### config.mk
export PLATFORM = sky130hd
export DESIGN_NAME = return_stack
export DESIGN_NICKNAME = d
export VERILOG_FILES = /design/src/rtl/return_stack.sv
export SDC_FILE = /design/constraint.sdc
export NUM_CORES = 1
export LEC_CHECK = 0
export ABC_AREA = 0
export BUFFER_PORTS_ARGS = -buffer_cell sky130_fd_sc_hd__buf_2
export CORE_ASPECT_RATIO = 0.9
export CORE_UTILIZATION = 35
export DETAILED_ROUTE_END_ITERATION = 6
export PLACE_DENSITY = 0.53
export SLEW_MARGIN = 30
export SYNTH_ARGS = -nofsm -noshare
export SYNTH_HDL_FRONTEND = slang
export SYNTH_SLANG_ARGS = --single-unit
### constraint.sdc
create_clock -name clk -period 7.6 [get_ports clk]
set_clock_uncertainty 0.15 [all_clocks]
set_input_delay 0.76 -clock clk [delete_from_list [all_inputs] [get_ports clk]]
set_output_delay 0.76 -clock clk [all_outputs]
set_load 0.01 [all_outputs]
### src/rtl/return_stack.sv
// Return address stack for fetch-stage return prediction, with checkpoint restore on mispredict.
// Calls push, returns pop, and a call+return pair replaces the top entry.
module return_stack #(
  parameter  int DEPTH = 8,
  localparam int PTR_W = $clog2(DEPTH)
) (
  input  logic             clk,
  input  logic             rst,
  input  logic             IN_valid,
  input  logic             IN_isCall,
  input  logic             IN_isRet,
  input  logic [30:0]      IN_retAddr,
  input  logic             IN_recover,
  input  logic [PTR_W-1:0] IN_recoverTos,
  input  logic [PTR_W:0]   IN_recoverCnt,
  input  logic             IN_recoverIsCall,
  input  logic             IN_recoverIsRet,
  input  logic [30:0]      IN_recoverAddr,
  output logic             OUT_retValid,
  output logic [30:0]      OUT_retAddr,
  output logic [PTR_W-1:0] OUT_tos,
  output logic [PTR_W:0]   OUT_cnt
);

  localparam logic [PTR_W:0] CNT_MAX = (PTR_W+1)'(DEPTH);

  logic [30:0]      stack_q [DEPTH];
  logic [PTR_W-1:0] tos_q, tos_d;
  logic [PTR_W:0]   cnt_q, cnt_d;

  logic [PTR_W-1:0] base_tos;
  logic [PTR_W:0]   base_cnt;
  logic             op_call, op_ret;
  logic [30:0]      op_addr;
  logic             wr_en;
  logic [PTR_W-1:0] wr_idx;

  // Recovery wins over a same-cycle prediction; with neither, the base is the
  // current state and no operation is applied, which is a plain hold.
  always_comb begin
    // NOTE: every always_comb output gets a default first so no path infers a latch.
    base_tos = tos_q;
    base_cnt = cnt_q;
    op_call  = 1'b0;
    op_ret   = 1'b0;
    op_addr  = '0;
    if (IN_recover) begin
      base_tos = IN_recoverTos;
      base_cnt = IN_recoverCnt;
      op_call  = IN_recoverIsCall;
      op_ret   = IN_recoverIsRet;
      op_addr  = IN_recoverAddr;
    end else if (IN_valid) begin
      op_call  = IN_isCall;
      op_ret   = IN_isRet;
      op_addr  = IN_retAddr;
    end
  end

  always_comb begin
    tos_d  = base_tos;
    cnt_d  = base_cnt;
    wr_en  = 1'b0;
    wr_idx = base_tos;
    unique case ({op_call, op_ret})
      2'b10: begin
        tos_d  = base_tos + PTR_W'(1);
        wr_en  = 1'b1;
        wr_idx = tos_d;
        cnt_d  = (base_cnt >= CNT_MAX) ? CNT_MAX : base_cnt + (PTR_W+1)'(1);
      end
      2'b01: begin
        tos_d = base_tos - PTR_W'(1);
        cnt_d = (base_cnt == '0) ? '0 : base_cnt - (PTR_W+1)'(1);
      end
      2'b11: begin
        wr_en = 1'b1;
        cnt_d = (base_cnt == '0) ? (PTR_W+1)'(1) : base_cnt;
      end
      default: ;
    endcase
  end

  always_ff @(posedge clk) begin
    // NOTE: sequential state uses non-blocking assignments only.
    if (rst) begin
      tos_q <= '0;
      cnt_q <= '0;
      // NOTE: the entries are reset so OUT_retAddr reads 0 after reset; this
      // keeps the array in flops rather than a RAM macro.
      for (int i = 0; i < DEPTH; i++) stack_q[i] <= '0;
    end else begin
      tos_q <= tos_d;
      cnt_q <= cnt_d;
      if (wr_en) stack_q[wr_idx] <= op_addr;
    end
  end

  assign OUT_retValid = (cnt_q != '0);
  assign OUT_retAddr  = stack_q[tos_q];
  assign OUT_tos      = tos_q;
  assign OUT_cnt      = cnt_q;

endmodule

* After elaboration in Yosys (flattened, before gate mapping)
Memories as Yosys holds them, arrays and structs flattened. A register that Yosys moved wholly into a read port is not among the register bits.
Cells that the tools add are included.
** Word-level totals
- Register bits after elaboration :: 7
- RAM bits :: 248
- Input port bits :: 77
- Output and inout port bits :: 39
- Word-level logic and storage cells :: 39
- Memories kept :: 1
** Memories
- stack_q :: words 8, bits a word 31, rd ports 1, clocked after memory_dff 1, write ports 8, line 27 : logic [30:0] stack_q [DEPTH];
** Operators by class
- $add $sub $neg :: 4
- Magnitude comparators :: 1
- Eq/ne operators :: 3
- Mux-type cells :: 24
- Reductions and logical operators :: 4
** Operator list (number)
- $mux 31 :: 3
- $reduce_or 31->1 :: 1
- $mux 4 :: 4
- $mux 3 :: 4
- $pmux 4 s3 :: 1
- $mux 1 :: 11
- $pmux 3 s2 :: 1
- $add 4x1->4 const B :: 1
- $eq 2x2->1 const B :: 2
- $ge 4x4->1 const B :: 1
- $logic_not 4->1 :: 1
- $reduce_bool 4->1 :: 1
- $sub 4x1->4 const B :: 1
- $add 3x1->3 const B :: 1
- $sub 3x1->3 const B :: 1
- $eq 2x1->1 const B :: 1
- $reduce_or 2->1 :: 1

* Longest topological paths before layout
Gate-level depths: netlist of run 1.
- Word-level depth :: 10
- Mapped depth :: 12
- Gate-level depth less buffers :: 8

* Least setup slack after synthesis of run 1
Ideal clock, no wire load.
- Path type :: input-to-reg
- Start point :: input IN_recover
- End point :: memory stack_q[0][0] (enable)
- Library setup time :: 393 ps
- Arrival time :: 3568 ps
- Required time :: 7057 ps
- Setup slack :: 3489 ps
- Cell stages on the path :: 10
- Path buffers :: 3
- Path through :: buf_6 buf_2 nor2b_1 clkbuf_1 a22oi_1 ha_1 ha_1 nor3b_4 nand3_4 nand2b_1
** RTL lines
- start, declared :: line 13 : input logic IN_recover,
- end, declared :: line 27

==> results of run 1 <==
## state kept, by name, summed over array words and instances, names as in the netlist
register	flops
OUT_tos	3
OUT_cnt	4
stack_q	248
## stage by stage
step,hold WS (ns),std cells,setup WS [ns]
final,0.476,1330,3.05
after floorplan,0.610,773,3.49
after CTS,0.507,1318,2.62
after global placement,0.673,1260,2.21
after global routing,0.497,1330,2.72
after detailed placement,0.676,1268,2.06
## metal layers
layer	routed length [um]	vias to the layer above	track usage (%)
li1	-	3129	-
met1	12500	3400	21.8
met2	15100	166	30.7
met3	1030	44	2.25
met4	781	0	5.38
met5	0	-	0
## Yosys cell counts
library cell and n:
a211oi_1 4, a21o_1 1, a21oi_1 4, a221oi_1 2, a22o_1 1, a22oi_1 30
a31oi_1 3, a41o_1 1, and3b_1 1, buf_2 11, buf_6 25, clkbuf_1 17
dfxtp_1 7, edfxtp_1 248, ha_1 10, inv_1 6, inv_2 1, mux2_2 32
mux2_4 1, mux2i_1 5, mux2i_2 1, mux2i_4 2, mux4_2 62, nand2_1 4
nand2b_1 9, nand3_1 2, nand3_4 8, nand3b_1 1, nor2_1 254, nor2_2 1
nor2b_1 2, nor3_4 1, nor3b_4 1, o211ai_1 3, o21a_1 1, o21ai_0 3
o22ai_1 1, o32ai_1 1, or3_1 2, or4_1 1, xnor2_1 1, xnor2_4 1
xor2_4 1
## area by class of cell
class | instances | area (um^2)
inverter | 7 | 26.3
clock buffer | 32 | 694
timing repair buffer | 138 | 749
tap | 422 | 528
multi-input combinational | 458 | 3760
clock inverter | 18 | 238
sequential | 255 | 7600
fill | 3038 | 19400
## cells by family after synthesis
group / Yosys count / share of synthesized area (%)
AND/OR/NAND/NOR: 287 / 10.8
XOR/XNOR: 3 / 0.543
adder cells (fa/ha/maj): 10 / 1.07
AO/OA/AOI/OAI: 55 / 3.39
flip-flops: 255 / 64.6
buffers and inverters: 60 / 3.63
multiplexers: 103 / 16.0
## power breakdown
group          total [mW]  internal [mW]  switching [mW]
logic               0.511          0.222           0.290
clock network        1.39          0.854           0.540
registers            1.66           1.62          0.0399
## worst max-delay path by stage
stage	startpoint	end	cells past startpoint
after CTS	IN_recover	stack_q[1][22]$_SDFFCE_PN0P_	9
after floorplan	IN_recover	stack_q[0][0]$_SDFFCE_PN0P_	10
after global routing	IN_recover	stack_q[5][1]$_SDFFCE_PN0P_	10
after detailed placement	IN_recover	stack_q[1][6]$_SDFFCE_PN0P_	9
after global placement	IN_recover	stack_q[0][27]$_SDFFCE_PN0P_	9
final	IN_recover	stack_q[5][3]$_SDFFCE_PN0P_	10
## tightest hold or removal path, cell delays in order
cell     delay, ns
buf_2         0.07
a22oi_1       0.10
nor2_1        0.10
==> impl_metrics.py, run 1 <==
metrics = {
    "outcome": {
        "status": "completed",
    },
    "clock_network": {
        "ctsResizeCount": 0,
        "cts-root-buf": "clkbuf_16",
        "cts_setup_buffers": 0,
        "cts.sinks": 255,
        "cts_buffer_depth": 3,
        "cts_hold_buf": 0,
        "worstSkewPairLatency_ns": 0.52,
        "htree_levels": 1,
        "numCtsBuffers": 27,
        "cts_tree": "done",
        "cts.clk_slew.worst_paths_ns": 0.06,
    },
    "logic_synthesis": {
        "ys_seq_area_share_pct": 64.6,
        "ys_types": 43,
        "syn_nets": 860,
        "yosysWarnings": 0,
        "synth_top_area_cell": "edfxtp_1",
        "synthTopCellsByArea": "edfxtp_1, mux4_2, nor2_1, mux2_2, buf_6",
        "synth_seq_cells": 255,
        "synth.top_cell.area_share_pct": 63.4,
        "netlist_area_mm2": 0.0117,
        "syn_area_per_cell_um2": 15.2,
        "synthCells": 773,
    },
    "timing": {
        "period_needed_ns": 4.55,
        "tightestPinTransition_ns": 0.990,
        "finalHoldViolCount": 0,
        "finalSetupViolations": 0,
        "relSlewSlack_pct": 34.0,
        "finalMaxSlewViolations": 0,
        "rsz0062_at_grt": "false",
        "fin_crit_sh_pct": 59.9,
        "fmax_ghz": 0.220,
        "setup_tns_ns": 0,
    },
    "die": {
        "ioPinCount": 116,
        "start_util_pct": 35.6,
        "coreArea_mm2": 0.0329,
        "die_w_um": 195,
        "die_h_um": 176,
        "die_area_mm2": 0.0343,
        "num_rows": 63,
    },
    "global_routing": {
        "grt_pass1_vias": 6987,
        "grtUsageTotal_pct": 17.2,
        "grt_overflow": 0,
        "grt_start_max_net_pins": 46,
        "antenna_found_initial": 0,
        "grt_pass1_wl_mm": 43.7,
    },
    "worst_setup_path": {
        "slowest_delay_ns": 0.82,
        "crit_slowest_cell": "nand2b_2",
        "rr_startpoint": "OUT_tos[1]$_SDFF_PP0_",
        "cp_data_arrival_time_ns": 4.55,
        "critPathTopFamily": "simple AND/OR/NAND/NOR gates",
        "reg2regPathDepth": 8,
        "r2r_slack_ns": 3.92,
        "crit_chain": "buf_2 > buf_4 > nor2b_4 > buf_16 > a22oi_1 > ha_1 > ha_1 > nor3_4 > nand3_4 > nand2b_2",
        "required_ns": 7.60,
        "rr_endpoint": "stack_q[0][29]$_SDFFCE_PN0P_",
        "path_buf_inv": 3,
        "crit_fanout": 43,
        "crit_type": "in2reg",
        "end_kind": "register",
        "cp_common_cell": "ha_1",
        "setup.worst_path.start_class": "input port",
    },
    "power": {
        "ir_drop_mv": 0.159,
        "p_leak_nw": 4.80,
        "power_density_mw_per_mm2": 263,
        "finalPower_mw": 3.57,
    },
    "layout": {
        "syn2layout_area_growth_pct": 15.8,
        "finalInstanceArea_mm2": 0.0136,
        "mostFrequentLayoutCell": "nor2_1",
        "nNetsFinal": 974,
        "final_util_pct": 41.3,
        "num_antenna_cells": 0,
        "drive_gt1_share_pct": 33.3,
        "layout_common_cells": "nor2_1, edfxtp_1, buf_2",
    },
    "run": {
        "cap_violations": 0,
    },
    "min_path": {
        "hold_start": "IN_retAddr[15]",
        "min_delay_path_depth": 3,
        "min_path_type": "in2reg",
        "min_to": "stack_q[2][15]$_SDFFCE_PN0P_",
    },
    "route": {
        "via_per_inst": 5.07,
        "drt_iter0_drc": 468,
        "wire_per_inst_um": 22.1,
        "drt_pass1_iterations": 4,
        "vias": 6739,
        "wl_mm": 29.4,
        "ant_nets": 0,
        "drc_errors": 0,
    },
    "place": {
        "port_buffers": 115,
        "gp_congestion": 0.766,
        "dp_hpwl_mm": 18.5,
        "dpl_cell_area_mm2": 0.0126,
    },
}
No activity file was read; power rests on OpenSTA's default activity.
==> run 2: changes to the inputs <==
==> constraint.sdc (replaced) <==
create_clock -name clk -period 4.28 [get_ports clk]
set_clock_uncertainty 0.15 [all_clocks]
set_input_delay 0.428 -clock clk [delete_from_list [all_inputs] [get_ports clk]]
set_output_delay 0.428 -clock clk [all_outputs]
set_load 0.01 [all_outputs]
==> run 2 against run 1 <==
Flip-flop and latch count did not move. Critical path depth did not move. Total power rose by 70%. Utilization barely moved. Cell count barely moved. Critical path type unchanged.
==> impl_metrics.py, run 2 (synthesis results as in run 1) <==
metrics = {
    "outcome": {
        "status": "completed",
    },
    "timing": {
        "finalHoldViolCount": 0,
        "fin_crit_sh_pct": 76.1,
        "period_needed_ns": 3.26,
        "tightestPinTransition_ns": 0.943,
        "relSlewSlack_pct": 37.1,
        "finalMaxSlewViolations": 0,
        "setup_tns_ns": 0,
        "fmax_ghz": 0.307,
        "finalSetupViolations": 0,
        "rsz0062_at_grt": "false",
    },
    "layout": {
        "largest_register": "stack_q",
        "syn2layout_area_growth_pct": 15.9,
        "drive_gt1_share_pct": 33.0,
        "num_antenna_cells": 0,
        "multi_input_area_mm2": 0.00376,
        "largest_register_ffs": 248,
        "nNetsFinal": 977,
        "finalInstanceArea_mm2": 0.0136,
        "register_area_mm2": 0.00759,
        "mostFrequentLayoutCell": "nor2_1",
        "fillers": 3057,
        "layout_common_cells": "nor2_1, edfxtp_1, buf_2",
    },
    "clock_network": {
        "worstSkewPairLatency_ns": 0.54,
        "cts_setup_buffers": 0,
        "ctsResizeCount": 0,
        "cts_tree": "done",
        "cts_hold_buf": 0,
        "numCtsBuffers": 29,
        "cts-root-buf": "clkbuf_16",
        "cts_buffer_depth": 3,
        "cts.clk_slew.worst_paths_ns": 0.06,
        "cts.sinks": 255,
        "htree_levels": 1,
    },
    "worst_setup_path": {
        "end_kind": "register",
        "required_ns": 4.36,
        "cp_data_arrival_time_ns": 3.34,
        "crit_type": "in2reg",
        "crit_fanout": 19,
        "setup.worst_path.start_class": "input port",
    },
    "power": {
        "p_leak_nw": 4.79,
        "finalPower_mw": 6.06,
        "power_density_mw_per_mm2": 445,
        "ir_drop_mv": 0.278,
    },
    "global_routing": {
        "antenna_found_initial": 0,
        "grt_pass1_vias": 7105,
        "grt_overflow": 0,
        "grtUsageTotal_pct": 16.7,
        "grt_pass1_wl_mm": 43.2,
        "grt_start_max_net_pins": 43,
    },
    "place": {
        "port_buffers": 115,
        "dpl_cell_area_mm2": 0.0127,
        "gp_congestion": 0.695,
        "dp_hpwl_mm": 16.7,
    },
    "route": {
        "vias": 6797,
        "ant_nets": 0,
        "wire_per_inst_um": 21.1,
        "wl_mm": 28.0,
        "drc_errors": 0,
        "drt_iter0_drc": 431,
        "drt_pass1_iterations": 5,
        "via_per_inst": 5.11,
    },
    "die": {
        "die_h_um": 176,
        "die_w_um": 195,
        "num_rows": 63,
        "die_area_mm2": 0.0343,
        "coreArea_mm2": 0.0329,
        "ioPinCount": 116,
        "start_util_pct": 35.6,
    },
    "run": {
        "cap_violations": 0,
    },
    "min_path": {
        "min_path_type": "in2reg",
    },
}
-- run 2: power breakdown --
part | switching (mW) | internal, mW
Clock | 0.941 | 1.29
Combinational | 0.506 | 0.401
Sequential | 0.0443 | 2.88
-- run 2: final cells by class --
type | instances | area share (%)
flip-flops and latches | 255 | 55.8
multi-input cells | 458 | 27.6
repair buffers | 139 | 6.34
clock buffers | 34 | 5.47
well taps | 422 | 3.88
clock inverters | 14 | 0.708
inverters | 7 | 0.193
-- run 2: metal layers --
layer | track usage (%) | up-vias | part of all wire [%]
met4 | 4.07 | 0 | 1.8
li1 | - | 3140 | -
met2 | 27.9 | 175 | 48
met5 | 0 | - | 0
met1 | 23.1 | 3444 | 46
met3 | 2.23 | 38 | 3.8
-- run 2: per-stage QoR --
stage / utilization, % / hold slack, ns / setup WS (ns) / std cells
3_3_place_gp: 38.7 / 0.498 / 0.211 / 1280
4_1_cts: 41.2 / 0.160 / 0.696 / 1328
3_5_place_dp: 38.7 / 0.507 / 0.133 / 1280
2_1_floorplan: - / 0.573 / 0.501 / 773
5_1_grt: 41.3 / 0.175 / 0.756 / 1329
6_report: 41.3 / 0.176 / 1.02 / 1329
-- run 2: critical path, cell delays in order --
cell and delay, ns:
buf_2 0.10, nor2b_4 0.42, buf_16 0.22, a22o_1 0.21, ha_1 0.36, ha_1 0.33, nor3_4 0.44, nand3_4 0.11
nand2b_2 0.42, buf_12 0.25
-- run 2: final timing paths --
path / slack [ns] / to / cells after the start / from
worst max-delay path: 1.02 / stack_q[1][23]$_SDFFCE_PN0P_ / 10 / IN_valid
worst min-delay path: 0.18 / OUT_tos[1]$_SDFF_PP0_ / 3 / IN_recoverTos[1]
worst min register to register: 0.51 / OUT_tos[1]$_SDFF_PP0_ / 2 / OUT_tos[1]$_SDFF_PP0_
worst max register to register: 1.26 / stack_q[1][23]$_SDFFCE_PN0P_ / 8 / OUT_tos[0]$_SDFF_PP0_
==> run 3: changes to the inputs <==
--- a/config.mk
+++ b/config.mk
@@ -5,7 +5,7 @@
 export SDC_FILE = /design/constraint.sdc
 export NUM_CORES = 1
 export LEC_CHECK = 0
-export ABC_AREA = 0
+export ABC_AREA = 1
 export BUFFER_PORTS_ARGS = -buffer_cell sky130_fd_sc_hd__buf_2
 export CORE_ASPECT_RATIO = 0.9
 export CORE_UTILIZATION = 35
==> constraint.sdc (replaced) <==
create_clock -name clk -period 3.1 [get_ports clk]
set_clock_uncertainty 0.15 [all_clocks]
set_input_delay 0.31 -clock clk [delete_from_list [all_inputs] [get_ports clk]]
set_output_delay 0.31 -clock clk [all_outputs]
set_load 0.01 [all_outputs]
==> run 3 against run 2 <==
Sequential share of layout area decreased by 1.3 points. Sequential power up 37%. Wire length rose by 13%. Cell count rose by 29%. Synthesized cell count is 50% higher. Utilization rose by 1.1 points. Non-clock buffer count is 22 higher. Clock-buffer cell count up 3. Flip-flop and latch count unchanged. Total power grew 42%. Critical path type is now reg2out. Largest power group unchanged.
==> impl_metrics.py, run 3 <==
metrics = {
    "worst_setup_path": {
        "required_ns": 2.64,
        "setup.worst_path.start_class": "register",
        "critPathTopFamily": "buffers and inverters",
        "crit_slowest_cell": "o32ai_1",
        "path_buf_inv": 3,
        "crit_fanout": 124,
        "cp_common_cell": "nand2_1",
        "end_kind": "primary output",
        "crit_type": "reg2out",
        "crit_chain": "inv_4 > buf_12 > nor2_1 > o32ai_1 > nand2_1 > nand2_1 > buf_2",
        "slowest_delay_ns": 0.41,
        "cp_data_arrival_time_ns": 2.32,
    },
    "timing": {
        "finalSetupViolations": 0,
        "rsz0062_at_grt": "false",
        "tightestPinTransition_ns": 0.953,
        "finalMaxSlewViolations": 0,
        "fmax_ghz": 0.360,
        "timing.hold.ws_ns": 0.119,
        "finalHoldViolCount": 0,
        "relSlewSlack_pct": 36.5,
        "period_needed_ns": 2.78,
        "fin_crit_sh_pct": 89.7,
    },
    "die": {
        "num_rows": 63,
        "start_util_pct": 35.5,
        "die_w_um": 195,
        "die_area_mm2": 0.0341,
        "coreArea_mm2": 0.0329,
        "ioPinCount": 116,
        "die_h_um": 175,
    },
    "layout": {
        "register_area_mm2": 0.00760,
        "final_util_pct": 42.4,
        "drive_gt1_share_pct": 16.9,
        "layout_common_cells": "nor2_1, edfxtp_1, nand2_1",
        "syn2layout_area_growth_pct": 19.4,
        "num_antenna_cells": 0,
        "multi_input_area_mm2": 0.00373,
        "largest_register": "stack_q",
        "fillers": 3140,
        "mostFrequentLayoutCell": "nor2_1",
        "fin_cells": 1711,
        "finalInstanceArea_mm2": 0.0139,
        "nNetsFinal": 1356,
        "largest_register_ffs": 248,
    },
    "place": {
        "dpl_cell_area_mm2": 0.0131,
        "port_buffers": 115,
        "gp_congestion": 0.766,
        "dp_hpwl_mm": 19.3,
        "dp_cells": 1659,
    },
    "run": {
        "cap_violations": 0,
    },
    "route": {
        "drt_iter0_drc": 648,
        "via_per_inst": 5.14,
        "wire_per_inst_um": 18.4,
        "vias": 8800,
        "drt_pass1_iterations": 5,
        "ant_nets": 0,
        "wl_mm": 31.5,
        "drc_errors": 0,
    },
    "global_routing": {
        "grt_start_max_net_pins": 126,
        "antenna_found_initial": 0,
        "grt_pass1_wl_mm": 49.1,
        "grt_pass1_vias": 8485,
        "grt_overflow": 0,
        "grtUsageTotal_pct": 18.5,
    },
    "power": {
        "pwr-share-comb_pct": 16.7,
        "p_leak_nw": 5.46,
        "power_density_mw_per_mm2": 615,
        "p_switching_mw": 2.35,
        "swShare_pct": 27.3,
        "p_clk_share_pct": 36.4,
        "seq_power_share_pct": 46.9,
        "ir_drop_mv": 0.416,
        "intPower_mw": 6.23,
    },
    "logic_synthesis": {
        "synthTopCellsByArea": "edfxtp_1, nor2_1, o32ai_1, nand2_1, o21ai_0",
        "synth_top_area_cell": "edfxtp_1",
        "ys_types": 22,
        "synth_seq_cells": 255,
        "async_reset_ff_share_pct": 0,
        "synth.most_common_cell": "nor2_1",
        "synthCells": 1157,
        "ys_seq_area_share_pct": 64.9,
        "yosysWarnings": 0,
        "synth_edf_count": 248,
        "syn_area_per_cell_um2": 10.1,
        "syn_nets": 1244,
        "synthTopCellsByCount": "nor2_1, edfxtp_1, nand2_1, o21ai_0, o32ai_1",
        "ys.flop_type": "edfxtp_1",
        "netlist_area_mm2": 0.0117,
        "synth.top_cell.area_share_pct": 63.7,
    },
    "clock_network": {
        "cts_hold_buf": 1,
        "ctsResizeCount": 0,
        "cts.sinks": 255,
        "cts_buffer_depth": 3,
        "cts_setup_buffers": 0,
        "numCtsBuffers": 29,
        "cts-root-buf": "clkbuf_16",
        "htree_levels": 1,
        "cts.clk_slew.worst_paths_ns": 0.06,
        "cts_tree": "done",
        "worstSkewPairLatency_ns": 0.54,
    },
    "min_path": {
        "min_path_type": "in2reg",
    },
    "outcome": {
        "status": "completed",
    },
}
[run 3: area by class of cell]
class                      instances  area share (%)
clock inverter                    14           0.682
tap                              422            3.79
multi-input combinational        792            26.8
clock buffer                      37            5.42
inverter                          30           0.825
sequential                       255            54.5
timing repair buffer             161            8.06
[run 3: cells by family (layout without fill, tap and decap cells)]
family	after synthesis	after routing	share of synthesized area [%]
simple gates	601	601	19.7
fa+ha+maj	10	10	1.07
flops	255	255	64.9
compound gates	181	181	10.5
buf+inv	110	242	3.78
[run 3: through the flow]
stage / TNS (ns) / setup WS (ns) / power [mW]
after global routing: 0 / 0.165 / 8.96
after detailed placement: 0 / 0.0555 / 5.54
after global placement: 0 / 0.198 / 5.53
final: 0 / 0.319 / 8.58
after floorplan: -0.311 / -0.00646 / 4.94
after CTS: 0 / 0.262 / 8.67
[run 3: power by group through the flow]
stage	combinational [mW]	clock [mW]	sequential [mW]
final	1.43	3.12	4.02
after floorplan	0.853	0	4.08
after global routing	1.59	3.34	4.04
after global placement	1.44	0	4.09
after detailed placement	1.45	0	4.09
after CTS	1.46	3.19	4.02
[run 3: routing by layer]
metal  share of wire, %  up-vias  global-route usage, %  routed length, um
li1                   -     4245                      -                  -
met5                  0        -                      0                  0
met4                1.8        0                   3.97                557
met1                 47     4246                   26.4              14900
met3                5.5       43                   2.67               1740
met2                 46      266                   29.9              14400
[run 3: path summary, 6_finish.rpt]
path | start | to | slack [ns] | cells past startpoint
worst max-delay path | OUT_tos[0]$_SDFF_PP0_ | OUT_retAddr[15] | 0.32 | 7
worst min-delay path | IN_recoverTos[2] | OUT_tos[2]$_SDFF_PP0_ | 0.12 | 7
worst max register to register | OUT_tos[0]$_SDFF_PP0_ | stack_q[0][6]$_SDFFCE_PN0P_ | 0.46 | 9
worst min register to register | OUT_tos[1]$_SDFF_PP0_ | OUT_tos[1]$_SDFF_PP0_ | 0.54 | 2
[run 3: worst register-to-register path, stage by stage, from the launching register on]
cell and delay (ns):
dfxtp_4 0.37, inv_4 0.04, o21ai_0 0.28, inv_1 0.15
ha_1 0.35, inv_1 0.05, nor2_1 0.28, nand4_1 0.26
nand2_4 0.21, buf_12 0.19
